## config.mk

```make
export PLATFORM = sky130hd
export DESIGN_NAME = divisor_seq_ctrl
export DESIGN_NICKNAME = d
export VERILOG_FILES = /design/src/rtl/ula_div_pkg.sv /design/src/rtl/estdiv.sv /design/src/rtl/divisor_seq_ctrl.sv
export SDC_FILE = /design/constraint.sdc
export NUM_CORES = 1
export LEC_CHECK = 0
export CAP_MARGIN = 20
export CORE_AREA = 3 3 69 71
export CTS_CLUSTER_SIZE = 10
export DETAILED_ROUTE_END_ITERATION = 12
export DIE_AREA = 0 0 72 74
export GPL_TIMING_DRIVEN = 0
export PLACE_DENSITY = 0.78
export SYNTH_ARGS = -nofsm -noshare
export SYNTH_HDL_FRONTEND = slang
export SYNTH_SLANG_ARGS = --single-unit
```

## constraint.sdc

```tcl
create_clock -name clk -period 4.7 [get_ports clk]
set_clock_uncertainty 0.1 [all_clocks]
set_input_delay 0.94 -clock clk [delete_from_list [all_inputs] [get_ports clk]]
set_output_delay 0.94 -clock clk [all_outputs]
set_load 0.01 [all_outputs]
```

## src/rtl/ula_div_pkg.sv

```systemverilog
// Shared constants and state encoding for the ULA divider datapath.
// Imported by the sequenced divider and its restoring stage.
package ula_div_pkg;

  localparam int N_BITS    = 8;
  localparam int DIV_ITERS = 8;
  localparam int CNT_W     = $clog2(DIV_ITERS);

  localparam logic [CNT_W-1:0] CNT_LOAD = CNT_W'(DIV_ITERS - 1);

  typedef enum logic [1:0] {
    IDLE = 2'b00,
    RUN  = 2'b01,
    DONE = 2'b10
  } div_state_t;

  // Wide NOR: true when every bit of the operand is clear.
  function automatic logic is_zero(input logic [N_BITS-1:0] v);
    return ~|v;
  endfunction

endpackage

```

## src/rtl/estdiv.sv

```systemverilog
// One restoring-division stage: trial-subtracts B from A and restores on borrow.
// Qbit is the borrow out, so the quotient bit is its inverse.
module estdiv
  import ula_div_pkg::*;
(
  input  logic [N_BITS-1:0] A,
  input  logic [N_BITS-1:0] B,
  output logic [N_BITS-1:0] Rs,
  output logic              Qbit
);

  logic [N_BITS:0]   borrow;
  logic [N_BITS-1:0] diff;

  assign borrow[0] = 1'b0;

  // Ripple full-subtractor chain followed by the restore mux on each bit.
  generate
    for (genvar gi = 0; gi < N_BITS; gi++) begin : g_sub
      assign diff[gi]       = A[gi] ^ B[gi] ^ borrow[gi];
      assign borrow[gi + 1] = (~A[gi] & B[gi]) | (~(A[gi] ^ B[gi]) & borrow[gi]);
      assign Rs[gi]         = borrow[N_BITS] ? A[gi] : diff[gi];
    end
  endgenerate

  assign Qbit = borrow[N_BITS];

endmodule

```

## src/rtl/divisor_seq_ctrl.sv

```systemverilog
// Sequenced restoring divider: one estdiv stage reused over DIV_ITERS cycles,
// with a start/busy/done handshake and registered results.
module divisor_seq_ctrl
  import ula_div_pkg::*;
(
  input  logic              clk,
  input  logic              rst_n,
  input  logic              start,
  input  logic [N_BITS-1:0] A,
  input  logic [N_BITS-1:0] B,
  output logic              busy,
  output logic              done,
  output logic [N_BITS-1:0] S,
  output logic [N_BITS-1:0] R,
  output logic              R_exists,
  output logic              ERRO
);

  div_state_t        state;
  logic [N_BITS-1:0] dvd_q;
  logic [N_BITS-1:0] dvs_q;
  logic [N_BITS-1:0] rem_q;
  logic [CNT_W-1:0]  cnt;

  logic [N_BITS-1:0] stage_in;
  logic [N_BITS-1:0] stage_rs;
  logic              stage_qbit;
  logic [N_BITS-1:0] dvd_shift;
  logic              dvs_zero;

  // Partial remainder shifted left with the next dividend bit brought in.
  assign stage_in  = {rem_q[N_BITS-2:0], dvd_q[N_BITS-1]};
  assign dvd_shift = {dvd_q[N_BITS-2:0], ~stage_qbit};
  assign dvs_zero  = is_zero(B);

  estdiv u_estdiv (
    .A    (stage_in),
    .B    (dvs_q),
    .Rs   (stage_rs),
    .Qbit (stage_qbit)
  );

  always_ff @(posedge clk or negedge rst_n) begin
    if (!rst_n) begin
      state    <= IDLE;
      dvd_q    <= '0;
      dvs_q    <= '0;
      rem_q    <= '0;
      cnt      <= '0;
      busy     <= 1'b0;
      done     <= 1'b0;
      S        <= '0;
      R        <= '0;
      R_exists <= 1'b0;
      ERRO     <= 1'b0;
    end else begin
      done <= 1'b0;
      case (state)
        IDLE, DONE: begin
          if (start) begin
            dvd_q <= A;
            dvs_q <= B;
            rem_q <= '0;
            cnt   <= CNT_LOAD;
            if (dvs_zero) begin
              // Divide-by-zero skips RUN and reports straight away.
              state    <= DONE;
              busy     <= 1'b0;
              done     <= 1'b1;
              S        <= '0;
              R        <= '0;
              R_exists <= 1'b0;
              ERRO     <= 1'b1;
            end else begin
              state <= RUN;
              busy  <= 1'b1;
            end
          end else begin
            state <= IDLE;
            busy  <= 1'b0;
          end
        end

        RUN: begin
          rem_q <= stage_rs;
          dvd_q <= dvd_shift;
          if (cnt == '0) begin
            // Results are loaded on the edge into DONE so they are valid with done.
            state    <= DONE;
            busy     <= 1'b0;
            done     <= 1'b1;
            S        <= dvd_shift;
            R        <= stage_rs;
            R_exists <= |stage_rs;
            ERRO     <= 1'b0;
          end else begin
            cnt <= cnt - 1'b1;
          end
        end

        default: begin
          state <= IDLE;
          busy  <= 1'b0;
        end
      endcase
    end
  end

endmodule

```

After elaboration in Yosys (flattened, before gate mapping):

Index checks and enable logic that the tools add are counted.

* mux-type cells: 40
* bitwise logic cells: 53
* add/subtract/negate cells: 1
* equality and inequality tests: 6
* reduce and logical (&&, ||, !) cells: 10

Operators by type and width (count)
* $pmux W8 S2: 3
* $mux W8: 5
* $mux W1: 19
* $not A1 Y1: 16
* $reduce_or A8 Y1: 2
* $and A1 B1 Y1: 15
* $xor A1 B1 Y1: 15
* $pmux W7 S2: 1
* $ne A2 B2 Y1 const B: 4
* $pmux W1 S2: 4
* $mux W7: 1
* $or A1 B1 Y1: 7
* $mux W2: 3
* $mux W3: 2
* $pmux W3 S2: 1
* $pmux W2 S2: 1
* $reduce_and A2 Y1: 2
* $reduce_and A4 Y1: 1
* $logic_not A3 Y1: 1
* $reduce_and A3 Y1: 1
* $sub A3 B1 Y3 const B: 1
* $eq A2 B1 Y1 const B: 1
* $eq A2 B2 Y1 const B: 1
* $logic_not A2 Y1: 1
* other kinds (2): 2

* word-level logic and storage cells: 121
* output and inout bits: 20
* input bits: 19
* register bits after elaboration: 48

Depth between registers and ports, before layout:

* depth in word-level cells: 20
* gate-level depth with buffers: 16
* depth with buffers taken out: 15

By module:

From an unflattened synthesis, not the netlist that was laid out.

* cell total of the unflattened synthesis: 166
* area total of the unflattened synthesis: 2208.4 µm²

By module, submodules not included
* divisor_seq_ctrl: seq. area each 1201.2 µm², instances 1, cells each 135, area an instance 1926.8 µm²
* estdiv: seq. area each 0.0 µm², instances 1, cells each 31, area an instance 281.5 µm²

Least setup slack after synthesis:

Ideal clock, no wire load.

* kind: register -> register
* start point: reg dvd_q[7]
* end point: reg R_exists
* data arrival time: 3.790 ns
* path buffers: 1
* library setup time: 0.126 ns
* cell stages (with the launch flop): 17
* data required time: 4.474 ns
* slack: 0.683 ns
* period minus slack after synthesis: 4.017 ns
* cell sequence: dfrtp_1 -> inv_1 -> ha_1 -> inv_1 -> fa_1 -> fa_1 -> fa_1 -> fa_1 -> fa_1 -> inv_1 -> fa_1 -> fa_1 -> buf_2 -> or4b_1 -> o22a_1 -> a21oi_1 -> o2bb2ai_1

* word-level cells in the longest chain between the ends: 20
* elaborated cells on any way between the ends: 35
* those cells by class: mux (10); bitwise (24); reduce/logical (1)

RTL lines
* start: declaration: RTL line divisor_seq_ctrl.sv:20 `logic [N_BITS-1:0] dvd_q;`
* start signal: assignment: RTL line divisor_seq_ctrl.sv:86 `dvd_q <= dvd_shift;`
* $not A1 Y1: RTL line estdiv.sv:21 `assign borrow[gi + 1] = (~A[gi] & B[gi]) | (~(A[gi] ^ B[gi]) & borrow[gi]);`
* $and A1 B1 Y1 (2 in series): RTL line estdiv.sv:21
* $or A1 B1 Y1: RTL line estdiv.sv:21
* $and A1 B1 Y1: RTL line estdiv.sv:21
* $or A1 B1 Y1: RTL line estdiv.sv:21
* $and A1 B1 Y1: RTL line estdiv.sv:21
* $or A1 B1 Y1: RTL line estdiv.sv:21
* $and A1 B1 Y1: RTL line estdiv.sv:21
* [3 not listed]
* $and A1 B1 Y1: RTL line estdiv.sv:21
* $or A1 B1 Y1: RTL line estdiv.sv:21
* $and A1 B1 Y1: RTL line estdiv.sv:21
* $or A1 B1 Y1: RTL line estdiv.sv:21
* $mux W1: RTL line estdiv.sv:22 `assign Rs[gi] = borrow[N_BITS] ? A[gi] : diff[gi];`
* $reduce_or A8 Y1 (*): RTL line divisor_seq_ctrl.sv:94 `R_exists <= |stage_rs;`
* $mux W1 (*): RTL line divisor_seq_ctrl.sv:87 `if (cnt == '0) begin`
* $pmux W1 S2 (*): RTL line divisor_seq_ctrl.sv:58 `case (state)`
* end signal: assignment: RTL line divisor_seq_ctrl.sv:94
* end: declaration: RTL line divisor_seq_ctrl.sv:15 `output logic R_exists,`

Every way passes the cells marked *; elsewhere a longest branch is shown, timed or not. The select of a mux whose other input is x is not followed.
A chain may end at the register's enable or synchronous reset.

Worst setup path after layout:

* start point: reg dvd_q[7]
* end point: reg rem_q[4]

* word-level cells in the longest chain between the ends: 18
* elaborated cells on any way between the ends: 19
* those cells by class: mux (2); bitwise (17)

RTL lines
* $not A1 Y1 (*): RTL line estdiv.sv:21
* $and A1 B1 Y1 (*) (2 in series): RTL line estdiv.sv:21
* $or A1 B1 Y1 (*): RTL line estdiv.sv:21
* $and A1 B1 Y1 (*): RTL line estdiv.sv:21
* $or A1 B1 Y1 (*): RTL line estdiv.sv:21
* $and A1 B1 Y1 (*): RTL line estdiv.sv:21
* $or A1 B1 Y1 (*): RTL line estdiv.sv:21
* $and A1 B1 Y1: RTL line estdiv.sv:21
* $or A1 B1 Y1: RTL line estdiv.sv:21
* $and A1 B1 Y1: RTL line estdiv.sv:21
* $or A1 B1 Y1: RTL line estdiv.sv:21
* $and A1 B1 Y1: RTL line estdiv.sv:21
* $or A1 B1 Y1: RTL line estdiv.sv:21
* $and A1 B1 Y1: RTL line estdiv.sv:21
* $or A1 B1 Y1: RTL line estdiv.sv:21
* $mux W1 (*): RTL line estdiv.sv:22
* $pmux W7 S2 (*): RTL line divisor_seq_ctrl.sv:58
* end signal: assignment: RTL line divisor_seq_ctrl.sv:85 `rem_q <= stage_rs;`
* end: declaration: RTL line divisor_seq_ctrl.sv:22 `logic [N_BITS-1:0] rem_q;`

Every way passes the cells marked *; elsewhere a longest branch is shown, timed or not.

==> flow_summary.ini <==
[layout]
finish.utilization_pct = 64.16
layout_common_cells = dfrtp_1 (48), clkdlybuf4s50_1 (37), nand2_1 (36), inv_1 (15), o21ai_0 (14)
stdcell_count = 297
syn_to_final_growth_pct = 26.41
drive_gt1_share_pct = 10.61
mostFrequentLayoutCell = dfrtp_1
nets = 273
num_antenna_cells = 0

[placed_design]
hpwl_mm = 3.374
port_buffers = 38
dpl.cell_count = 289
gp_congestion = 0.8026

[logic_synthesis]
synth-warning-count = 0
seq_area_frac_synth_pct = 55.11
synth_area_leaders = dfrtp_1 (55%), fa_1 (6.4%), nand2_1 (6.2%), o2bb2ai_1 (3.6%), a22o_2 (3.2%)
syn_area_um2 = 2180
synthFlopType = dfrtp_1
ys_ff_latch = 48
syn-num-nets = 227
synth_top_area_share_pct = 55.11
ys_async_sr_fraction_pct = 100.0
synth_top_cell_by_area = dfrtp_1
synth_edf_count = 0
yosysUniqueCellTypes = 32
avgSynthCellArea_um2 = 11.01
synthCells = 198

[global_route]
grt_usage_pct = 19.96
grt_pass1_wl_mm = 8.024
antenna_found_initial = 0
grt_max_degree = 41
grt_pass1_vias = 1699
grt-ovfl-total = 0

[sta]
holdWs_ns = 0.3651
timing.fmax_mhz = 226.7
worst_pin_slew_ns = 0.5830
min_period_over_period_pct = 93.83
rsz0062_at_grt = no
drv_slew = 0
hold_viol_final = 0
slew_headroom_pct = 61.13
tns_ns = 0
report.final.setup_viol = 0
finalCriticalPeriod_ns = 4.410

[worst_setup_path]
worstPathRequired_ns = 4.77
critPathLaunchType = flip-flop
path_class = flip-flop to flip-flop
cp_data_arrival_time_ns = 4.48
critPathCaptureType = flip-flop
rrSetupSlack_ns = 0.29
r2r_cells = 15
cp_max_fo = 10

[clock_tree]
cts_buffer_depth = 2
clkLatencyLatePin_ns = 0.31
cts_tree = built
clock_sinks = 48
root_buffer = clkbuf_8
cts_made_buffers = 5
cts_hold_buffers = 0
clk_pin_slew_ns = 0.10
h-tree-depth = 2
postCtsSetupRepairBufs = 0
ctsResizeCount = 0

[drt]
wl_per_cell_um = 16.13
dr.pass1.iters = 6
postRouteWirelength_mm = 4.792
routed_via_density = 5.525
num_vias = 1641
drc = 0
detail-route-antenna-nets = 0
first_iter_violations = 149

[floorplanning]
die_area_um2 = 5328
core-area_um2 = 4294
initial_core_util_pct = 50.76
rows = 24
fp.dieH_um = 74
io_pins = 39
die_x_um = 72

[power]
power_density_nw_per_um2 = 764.8
power.leakage_nw = 1.240
peakVddDrop_v = 0.0003892

[status]
outcome = finished clean

[run]
cap_violations = 0

[min_path]
hp-class = input pin to asynchronous set/reset pin
## state kept, by name, indices dropped and copies added (netlist names)
register  flops
ERRO          1
R             8
R_exists      1
S             8
busy          1
cnt           3
done          1
dvd_q         8
dvs_q         8
rem_q         7
state         2
## area by class of cell
class                   instances  area (µm²)
plain buffers                  10       52.55
repair buffers                 39       395.4
clock buffers                   5       68.82
clock inverters                 3       46.29
multi-input cells             125       869.6
fillers                       350        1539
inverters                      15       56.30
flip-flops and latches         48        1201
well taps                      52       65.06
## power breakdown
group / switching (mW) / internal, mW
sequential: 0.134 / 0.613
clock: 0.145 / 0.160
combinational: 0.554 / 0.501
total: 0.833 / 1.27
## cell usage after synthesis, drive strengths merged (2+ instances only)
library cell / count
clkbuf: 4
ha: 3
nor2: 9
o22ai: 3
a22oi: 4
nor3: 6
a22o: 8
fa: 7
buf: 6
nand2: 36
o2bb2ai: 9
or4: 3
o21ai: 14
nand2b: 2
nor2b: 2
a21oi: 7
inv: 15
mux2i: 5
dfrtp: 48
a221o: 2
## critical path: stages (launching register included)
cell and delay, ns:
dfrtp_1 0.42, inv_1 0.09, ha_1 0.14, inv_1 0.04, fa_1 0.37, fa_1 0.40
fa_1 0.40, fa_1 0.39, fa_1 0.38, inv_1 0.09, fa_1 0.18, fa_1 0.16
buf_2 0.19, buf_1 0.48, mux2i_1 0.33, o21ai_0 0.11
## metal layers
metal  vias to the layer above  GRT usage (%)  wire length, µm
li1                        777              -                -
met1                       815          27.47             2254
met2                        42          31.84             2243
met5                         -              0                0
met3                         7          4.595              225
met4                         0          6.263               69
## path summary, 6_finish.rpt
check / endpoint / from
setup / recovery: rem_q[4]$_DFFE_PN0P_ / dvd_q[7]$_DFFE_PN0P_
hold / removal: S[4]$_DFFE_PN0P_ / rst_n
setup reg to reg: rem_q[4]$_DFFE_PN0P_ / dvd_q[7]$_DFFE_PN0P_
hold reg to reg: ERRO$_DFFE_PN0P_ / ERRO$_DFFE_PN0P_
max in group asynchronous: R[1]$_DFFE_PN0P_ / rst_n
min in group clk: ERRO$_DFFE_PN0P_ / ERRO$_DFFE_PN0P_
## through the flow
stage	worst slack, ns	instance area, µm²	power [mW]
CTS	0.3239	2755	2.110
global route	0.07358	2755	2.279
floorplan	0.6835	2180	1.404
detailed placement	0.3564	2640	1.791
global placement	0.4330	2625	1.747
finish	0.2898	2755	2.107
## cell families (layout without fill, tap and decap cells)
group	count (synthesis)	in the layout	synth area share, %
flip-flops	48	48	55.11
buffers and inverters	25	72	4.994
AND/OR/NAND/NOR	62	62	13.32
multiplexers	5	5	2.296
AO/OA/AOI/OAI	48	48	16.13
adder cells (fa/ha/maj)	10	10	8.152
Note: power is estimated with default switching activity, not from simulation.
